`src/rtl/uart_bridge_fifo.sv`:
```
// Buffered bridge between core logic and the board UART port banks.
// TX FIFO drains into a strobed transmitter; RX FIFO fills on rxready rising edges.
module uart_bridge_fifo #(
  parameter int WIDTH         = 8,
  parameter int DEPTH         = 8,
  parameter int STROBE_CYCLES = 1
) (
  input  logic                       hz100,
  input  logic                       reset,
  input  logic                       tx_wr,
  input  logic [WIDTH-1:0]           tx_wdata,
  output logic                       tx_full,
  output logic [$clog2(DEPTH):0]     tx_count,
  output logic [WIDTH-1:0]           txdata,
  output logic                       txclk,
  input  logic                       txready,
  input  logic [WIDTH-1:0]           rxdata,
  output logic                       rxclk,
  input  logic                       rxready,
  input  logic                       rx_rd,
  output logic [WIDTH-1:0]           rx_rdata,
  output logic                       rx_empty,
  output logic                       rx_overflow
);
  // State table
  //   T_IDLE   | waiting for a queued word and txready
  //   T_STROBE | txclk high, STROBE_CYCLES cycles
  //   T_GAP    | txclk low, STROBE_CYCLES cycles
  //   R_IDLE   | watching for an rxready rising edge
  //   R_ACK    | rxclk high, STROBE_CYCLES cycles
  localparam int AW = $clog2(DEPTH);
  localparam int CW = AW + 1;
  localparam int SW = (STROBE_CYCLES > 1) ? $clog2(STROBE_CYCLES) : 1;
  localparam logic [SW-1:0] TC_LOAD = SW'(STROBE_CYCLES - 1);

  typedef enum logic [1:0] {T_IDLE, T_STROBE, T_GAP} tx_state_t;
  typedef enum logic {R_IDLE, R_ACK} rx_state_t;

  tx_state_t tx_state;
  rx_state_t rx_state;

  logic [WIDTH-1:0] tx_mem [DEPTH];
  logic [WIDTH-1:0] rx_mem [DEPTH];
  logic [AW-1:0]    tx_wp, tx_rp, rx_wp, rx_rp;
  logic [CW-1:0]    rx_count;
  logic [SW-1:0]    tx_tmr, rx_tmr;
  logic             rxready_q;

  logic tx_push, tx_pop, rx_full, rx_rise, rx_push, rx_pop;

  assign tx_full  = (tx_count == CW'(DEPTH));
  assign tx_push  = tx_wr & ~tx_full;
  assign tx_pop   = (tx_state == T_IDLE) && (tx_count != '0) && txready;

  assign rx_full  = (rx_count == CW'(DEPTH));
  assign rx_empty = (rx_count == '0);
  assign rx_rise  = rxready & ~rxready_q;
  assign rx_push  = (rx_state == R_IDLE) && rx_rise && !rx_full;
  assign rx_pop   = rx_rd & ~rx_empty;
  assign rx_rdata = rx_mem[rx_rp];

  // Storage arrays carry no reset; occupancy and pointers define validity.
  always_ff @(posedge hz100) begin
    if (tx_push) tx_mem[tx_wp] <= tx_wdata;
    if (rx_push) rx_mem[rx_wp] <= rxdata;
  end

  always_ff @(posedge hz100) begin
    if (reset) begin
      tx_wp    <= '0;
      tx_rp    <= '0;
      tx_count <= '0;
      rx_wp    <= '0;
      rx_rp    <= '0;
      rx_count <= '0;
    end else begin
      if (tx_push) tx_wp <= tx_wp + 1'b1;
      if (tx_pop)  tx_rp <= tx_rp + 1'b1;
      case ({tx_push, tx_pop})
        2'b10:   tx_count <= tx_count + 1'b1;
        2'b01:   tx_count <= tx_count - 1'b1;
        default: tx_count <= tx_count;
      endcase
      if (rx_push) rx_wp <= rx_wp + 1'b1;
      if (rx_pop)  rx_rp <= rx_rp + 1'b1;
      case ({rx_push, rx_pop})
        2'b10:   rx_count <= rx_count + 1'b1;
        2'b01:   rx_count <= rx_count - 1'b1;
        default: rx_count <= rx_count;
      endcase
    end
  end

  always_ff @(posedge hz100) begin
    if (reset) begin
      tx_state <= T_IDLE;
      tx_tmr   <= '0;
      txdata   <= '0;
      txclk    <= 1'b0;
    end else begin
      case (tx_state)
        T_IDLE: if (tx_pop) begin
          txdata   <= tx_mem[tx_rp];
          txclk    <= 1'b1;
          tx_tmr   <= TC_LOAD;
          tx_state <= T_STROBE;
        end
        T_STROBE: if (tx_tmr == '0) begin
          txclk    <= 1'b0;
          tx_tmr   <= TC_LOAD;
          tx_state <= T_GAP;
        end else tx_tmr <= tx_tmr - 1'b1;
        T_GAP: if (tx_tmr == '0) tx_state <= T_IDLE;
               else tx_tmr <= tx_tmr - 1'b1;
        default: tx_state <= T_IDLE;
      endcase
    end
  end

  always_ff @(posedge hz100) begin
    if (reset) begin
      rx_state    <= R_IDLE;
      rx_tmr      <= '0;
      rxclk       <= 1'b0;
      rx_overflow <= 1'b0;
      rxready_q   <= 1'b0;
    end else begin
      rxready_q <= rxready;
      case (rx_state)
        R_IDLE: if (rx_rise) begin
          if (rx_full) rx_overflow <= 1'b1;
          rxclk    <= 1'b1;
          rx_tmr   <= TC_LOAD;
          rx_state <= R_ACK;
        end
        R_ACK: if (rx_tmr == '0) begin
          rxclk    <= 1'b0;
          rx_state <= R_IDLE;
        end else rx_tmr <= rx_tmr - 1'b1;
        default: rx_state <= R_IDLE;
      endcase
    end
  end
endmodule
```
`config.mk`:
```
export PLATFORM = sky130hd
export DESIGN_NAME = uart_bridge_fifo
export DESIGN_NICKNAME = d
export VERILOG_FILES = /design/src/rtl/uart_bridge_fifo.sv
export SDC_FILE = /design/constraint.sdc
export NUM_CORES = 1
export LEC_CHECK = 0
export ABC_AREA = 1
export CORE_MARGIN = 1.5
export CORE_UTILIZATION = 66
export CTS_BUF_LIST = sky130_fd_sc_hd__clkbuf_8
export DETAILED_ROUTE_END_ITERATION = 6
export PLACE_DENSITY = 0.88
export SYNTH_ARGS = -nofsm -noshare
export SYNTH_HDL_FRONTEND = slang
export SYNTH_SLANG_ARGS = --single-unit
```
`constraint.sdc`:
```
create_clock -name hz100 -period 4.46 [get_ports hz100]
set_input_delay 0.892 -clock hz100 [delete_from_list [all_inputs] [get_ports hz100]]
set_output_delay 0.892 -clock hz100 [all_outputs]
set_load 0.005 [all_outputs]
```
==> summary.txt, run 1 <==
Reg clk slew, reported paths = 0.08 ns
Hold_ws = 0.4973 ns
Synth Area in Compound Gates = 6.082%
Largest net degree at the start of global routing = 35
Nets = 745
Area share of fa/ha/maj cells after synthesis = 1.794%
Final hold violations = 0
Final setup fails = 0
Critical path's slowest cell = dfxtp_1
Crit Path Max Fanout = 32
Avg Cell Area, Syn = 10.41 sq um
Synthesized flop and latch total = 166
N_diodes = 0
RR Endpoint = tx_count[2]
Initial DRC count = 579
All-Layer GR Usage = 29.52%
Synth cell count leaders = 146 x nand2_1, 128 x edfxtp_1, 80 x inv_1, 73 x nor2_1, 58 x nand3_1
Fin crit share = 81.51%
Main combinational cell family by area after synthesis = simple AND/OR/NAND/NOR gates
CTS tree = built
CP required = 3.57 ns
Synth area leader = edfxtp_1
Setup TNS = 0 ns
First-pass DRT Iterations = 7
Via Count = 5009
Final Util = 76.55%
Clock root buffer = clkbuf_8
Register area share after synthesis = 66.02%
RD Place Congestion = 0.9155
Die width = 105.8 um
Number of max-cap violations = 0
Hold Path Cell Cnt = 2
WP buf/inv = 1
Mux contribution to synthesized area = 1.148%
Port bufs = 46
Post-cts sizing count = 0
DIE AREA = 11190 sq um
PwrDens = 551.9 nW/um^2
Antenna violations before repair = 0
Nature of the critical path endpoint = primary output
Hold buffer count at cts = 0
Wire length per cell = 17.82 um
Delay-heaviest family, CP = flip-flops
Critical path, cell by cell = o21ai_0, o22ai_1, nand2_1, nand2_1, clkdlybuf4s50_1
Clk buf depth = 2
CP dominant cell by count = nand2_1
Mapped Area = 6974 sq um
Max VDD drop = 0.0003955 V
Core Area = 10280 sq um
Layout cells sized above 1 = 5.923%
CTS Buf Count = 17
Worst Skew = 0.009743 ns
Count leader, synth = nand2_1
# H-tree levels = 4
Max-slew headroom = 28.92%
Crit path largest cell delay = 0.97 ns
Power Total = 4.342 mW
Final Max Slew Viols = 0
GRT overflow = 0
Initial Util = 67.86%
Number of distinct library cells after synthesis = 30
Ys async rst share = 0%
Routed Antenna Nets = 0
Area growth, synth to finish = 12.81%
Hold path start = tx_wp[0]
Post-synth top area share = 55.11%
Vias in the first global route = 4993
WL final = 15.36 mm
Hold Crit Class = reg -> reg
Synth area leaders = edfxtp_1 55%, dfxtp_1 11%, nand2_1 7.9%
Cells after Synth = 670
Worst Path Arrival = 2.74 ns
FF-to-FF Start = tx_count[1]
Post-synth EDFFs = 128
Post-synthesis simple-gate area fraction = 17.08%
Reg2reg setup slack = 2.12 ns
Fmax = 275.1 MHz
Die Y-Extent = 105.8 um
Global-route wire length before repair = 24.71 mm
DRC = 0
Yosys warnings = 0
Status = finished, final reports clean
Post-Synth XOR/XNOR Area = 0.7535%
Detailed Place HPWL = 9.296 mm
Syn Nets = 702
Drt via density = 5.811
Post-CTS Setup Repair Bufs = 0
Worst setup path category = reg -> out
Min Clock Period, post-route = 3.635 ns
FP Rows = 37
RSZ-0062 raised after global routing = no
Clock Latency Late Sink = 0.45 ns
IO Pins = 47
Element type at the critical path start = flop
Worst-Margin Slew = 1.062 ns
Hold Crit Endpoint = tx_wp[0]
Leakage = 3.091 nW
R2R cell count = 13
Leading register cell type out of synthesis = edfxtp_1
TritonCTS Sinks = 166
[cell type report]
cell class	instances	area, sq um
clock inverters	15	185.2
well taps	136	170.2
fillers	639	2410
inverters	85	325.3
repair buffers	48	475.5
clock buffers	17	234.0
multi-input cells	395	1873
flip-flops and latches	166	4604
[report_power, final]
part	switching (mW)	leakage, nW	internal [mW]	total (mW)
logic	0.740	1.42	0.500	1.24
registers	0.154	1.47	1.82	1.97
clock network	0.531	0.202	0.602	1.13
total	1.43	3.09	2.92	4.34
[routing by layer]
metal / share of wire [%] / track usage [%] / vias up
li1: - / - / 2307
met1: 39 / 38.48 / 2357
met2: 49 / 47.40 / 300
met3: 9.5 / 6.061 / 45
met4: 2.6 / 14.77 / 0
met5: 0 / 0 / -
[worst max path at each step]
stage,to,depth (start not counted)
after global placement,tx_count[2],13
after detailed placement,tx_count[2],13
final,rx_rdata[7],5
after CTS,rx_rdata[7],5
after floorplan,tx_count[2],12
after global routing,rx_rdata[7],5
[flip-flops by register name (all words and copies together), names as in the netlist, 2 cells and up, named ones only]
signal	flops
rx_rp	3
rx_wp	3
txdata	8
tx_state	2
tx_count	4
rx_mem	64
tx_rp	3
tx_wp	3
rx_count	4
tx_mem	64
[worst reg2reg max path: stages (launching register included)]
cell     delay (ns)
dfxtp_1        0.45
nor2_2         0.07
nand2_1        0.07
nand2_2        0.20
inv_2          0.27
ha_1           0.28
nand2_1        0.08
inv_1          0.07
nor2_1         0.05
ha_1           0.18
a21oi_1        0.20
xnor2_1        0.11
o21ai_0        0.16
inv_1          0.05
[logic make-up after synthesis]
group	count (synthesis)
multiplexers	8
AND/OR/NAND/NOR	289
XOR/XNOR	6
AO/OA/AOI/OAI	82
buffers and inverters	109
flip-flops	166
adder cells (fa/ha/maj)	10
[cells in the final DEF (no fill, tap or decap), types with 2 or more instances in the layout]
cell type	count
a21oi_1	25
buf_4	2
bufinv_16	4
clkbuf_8	17
clkdlybuf4s50_1	46
clkinv_1	5
clkinv_2	3
clkinvlp_4	3
dfxtp_1	38
edfxtp_1	128
ha_1	10
inv_1	80
inv_2	2
inv_6	2
mux2i_1	8
nand2_1	146
nand2_2	3
nand3_1	58
nor2_1	73
nor2_2	2
nor3_1	4
o21ai_0	35
o21ai_1	13
o22ai_1	8
xnor2_1	2
xor2_1	4
[per-stage QoR]
step / area [sq um] / cells / setup WS (ns)
after CTS: 7868 / 862 / 0.8210
after floorplan: 6974 / 670 / 2.141
final: 7868 / 862 / 0.8248
after global routing: 7868 / 862 / 0.6462
after global placement: 7448 / 830 / 1.410
after detailed placement: 7448 / 830 / 1.237
No activity file was read; power rests on OpenSTA's default activity.
==> run 2, diff against run 1 <==
--- a/config.mk
+++ b/config.mk
@@ -7,10 +7,10 @@
 export LEC_CHECK = 0
 export ABC_AREA = 1
 export CORE_MARGIN = 1.5
-export CORE_UTILIZATION = 66
+export CORE_UTILIZATION = 55
 export CTS_BUF_LIST = sky130_fd_sc_hd__clkbuf_8
 export DETAILED_ROUTE_END_ITERATION = 6
-export PLACE_DENSITY = 0.88
+export PLACE_DENSITY = 0.78
 export SYNTH_ARGS = -nofsm -noshare
 export SYNTH_HDL_FRONTEND = slang
 export SYNTH_SLANG_ARGS = --single-unit
==> constraint.sdc (replaced) <==
create_clock -name hz100 -period 2.9 [get_ports hz100]
set_input_delay 0.58 -clock hz100 [delete_from_list [all_inputs] [get_ports hz100]]
set_output_delay 0.58 -clock hz100 [all_outputs]
set_load 0.005 [all_outputs]
==> run 2 against run 1 <==
Compared with the run above: sequential power increased by 51%; critical path depth increased by 1; register-to-register slack got worse by 1.3 ns; combinational power increased by 61%.
==> summary.txt, run 2 (synthesized netlist as in run 1, its figures left out) <==
Clk buf depth = 2 (unchanged)
CP required = 2.32 ns (was 3.57 ns)
Drt via density = 5.268 (was 5.811)
Sw frac = 32.27% (was 32.82%)
Internal Power = 4.546 mW (was 2.917 mW)
N_diodes = 0 (unchanged)
Fmax = 370.9 MHz
DIE AREA = 13360 sq um (was 11190 sq um)
Initial Util = 57.11% (was 67.86%)
Design area = 8092 sq um (was 7868 sq um)
Comb pwr share = 29.9% (was 28.6%)
Sequential standard cell area = 4606 sq um (was 4604 sq um)
CTS tree = built (unchanged)
Element type at the critical path start = flop (unchanged)
Final setup fails = 0 (unchanged)
Crit Path Max Fanout = 32 (unchanged)
RSZ-0062 raised after global routing = no (unchanged)
Area growth, synth to finish = 16.02% (was 12.81%)
Final Max Slew Viols = 0 (unchanged)
FP Rows = 40 (was 37)
Min Clock Period, post-route = 2.696 ns
Die width = 115.6 um (was 105.8 um)
IO Pins = 47 (unchanged)
Clock Latency Late Sink = 0.45 ns (about the same)
Largest net degree at the start of global routing = 35 (unchanged)
Worst setup path category = reg -> out (unchanged)
Reg clk slew, reported paths = 0.08 ns (about the same)
First-pass DRT Iterations = 5 (was 7)
Global-route wire length before repair = 23.43 mm (was 24.71 mm)
Fin crit share = 92.96%
Commonest cells after routing, fill and taps aside = 146 x nand2_1, 128 x edfxtp_1, 80 x inv_1 (unchanged)
RD Place Congestion = 0.7700 (was 0.9155)
Nets = 769 (was 745)
Via Count = 4836 (was 5009)
Initial DRC count = 500 (was 579)
Antenna violations before repair = 0 (unchanged)
WP buf/inv = 2 (was 1)
Hold Crit Class = reg -> reg (unchanged)
CP dominant cell by count = nand2_1 (unchanged)
Vias in the first global route = 4854 (was 4993)
GRT overflow = 0 (unchanged)
Hold buffer count at cts = 0 (unchanged)
Nature of the critical path endpoint = primary output (unchanged)
Max VDD drop = 0.0007360 V (was 0.0003955 V)
Worst-Margin Slew = 0.6111 ns (was 1.062 ns)
Core Area = 12210 sq um (was 10280 sq um)
Multi-input logic area = 1873 sq um (unchanged)
Wire length per cell = 15.99 um (was 17.82 um)
CTS Buf Count = 17 (unchanged)
Commonest non-fill, non-tap cell in the layout = nand2_1 (unchanged)
Reg power frac = 44.3% (was 45.4%)
Area after DPL = 7669 sq um (was 7448 sq um)
Crit path largest cell delay = 0.51 ns (was 0.97 ns)
# H-tree levels = 4 (unchanged)
Power Total = 6.712 mW (was 4.342 mW)
P_sw = 2.166 mW (was 1.425 mW)
Port bufs = 46 (unchanged)
TritonCTS Sinks = 166 (unchanged)
Final hold violations = 0 (unchanged)
Detailed Place HPWL = 9.380 mm (was 9.296 mm)
Critical path's slowest cell = clkdlybuf4s50_1 (was dfxtp_1)
Worst Path Arrival = 2.12 ns (was 2.74 ns)
Routed Antenna Nets = 0 (unchanged)
Layout cells sized above 1 = 9.067% (was 5.923%)
Worst Skew = 0.009084 ns (was 0.009743 ns)
Delay-heaviest family, CP = buffers and inverters (was flip-flops)
All-Layer GR Usage = 23.56% (was 29.52%)
# fillers = 934 (was 639)
Clock group share of total power = 25.9% (was 26.1%)
Max-slew headroom = 59.21% (was 28.92%)
Leakage = 3.219 nW (was 3.091 nW)
PwrDens = 829.5 nW/um^2 (was 551.9 nW/um^2)
Number of max-cap violations = 0 (unchanged)
Top flop regs = rx_mem: 64 flops, tx_mem: 64 flops, txdata: 8 flops (unchanged)
WL final = 14.68 mm (was 15.36 mm)
Die Y-Extent = 115.6 um (was 105.8 um)
Setup TNS = 0 ns (unchanged)
Status = finished, final reports clean (unchanged)
DRC = 0 (unchanged)
Critical path, cell by cell = buf_4, o21ai_0, o22ai_1, nand2_1, nand2_1, clkdlybuf4s50_1 (was o21ai_0, o22ai_1, nand2_1, nand2_1, clkdlybuf4s50_1)
Clock root buffer = clkbuf_8 (unchanged)
==> run 2: layout make-up <==
cell class	count	area share [%]
Clock inverter	15	2.289
Inverter	85	4.051
Clock buffer	17	2.892
Sequential cell	166	56.92
Timing Repair Buffer	72	8.103
Tap cell	168	2.598
Multi-Input combinational cell	395	23.15
==> run 2: power groups by stage <==
stage	Clock, mW	Combinational (mW)	Sequential [mW]
final	1.74	2.00	2.97
after global routing	1.86	2.23	3.00
after CTS	1.78	2.00	2.97
after detailed placement	0	1.98	3.02
after global placement	0	1.88	3.00
after floorplan	0	1.33	2.97
==> run 2: repair_timing <==
| action | in CTS | in global routing |
|---|---|---|
| resized for setup | 0 | 3 |
| buffers inserted | 0 | 0 |
| setup endpoints to repair | 0 | 6 |
==> run 2: through the flow <==
stage / cells / hold slack (ns) / worst slack (ns) / util, %
finish: 918 / 0.4658 / 0.2041 / 66.26
global route: 918 / 0.4994 / 0.07993 / 66.26
CTS: 918 / 0.4695 / 0.05058 / 66.23
detailed placement: 886 / 0.4563 / 0.3681 / 62.80
global placement: 886 / 0.4571 / 0.4872 / 62.80
floorplan: 670 / 0.4505 / 0.8925 / -
==> run 2: layer usage <==
metal  global-route usage, %  vias up  wire length [um]
met5                       0        -                 0
met4                   7.737        0               178
met3                   6.904       21              1016
met2                   40.59      152              7409
met1                   28.59     2297              6077
li1                        -     2366                 -
==> run 2: path summary, 6_finish.rpt <==
check              startpoint          end  slack (ns)  cells past startpoint
setup reg to reg  rx_count[0]  rx_count[2]        0.82                     12
hold / removal      txdata[7]    txdata[7]        0.47                      2
hold reg to reg     txdata[7]    txdata[7]        0.47                      2
setup / recovery         flop  rx_rdata[0]        0.20                      6
==> run 2: tightest hold or removal path: stages, from the launching register on <==
cell and delay (ns):
dfxtp_1 0.32, nand2_1 0.06, a21oi_1 0.05
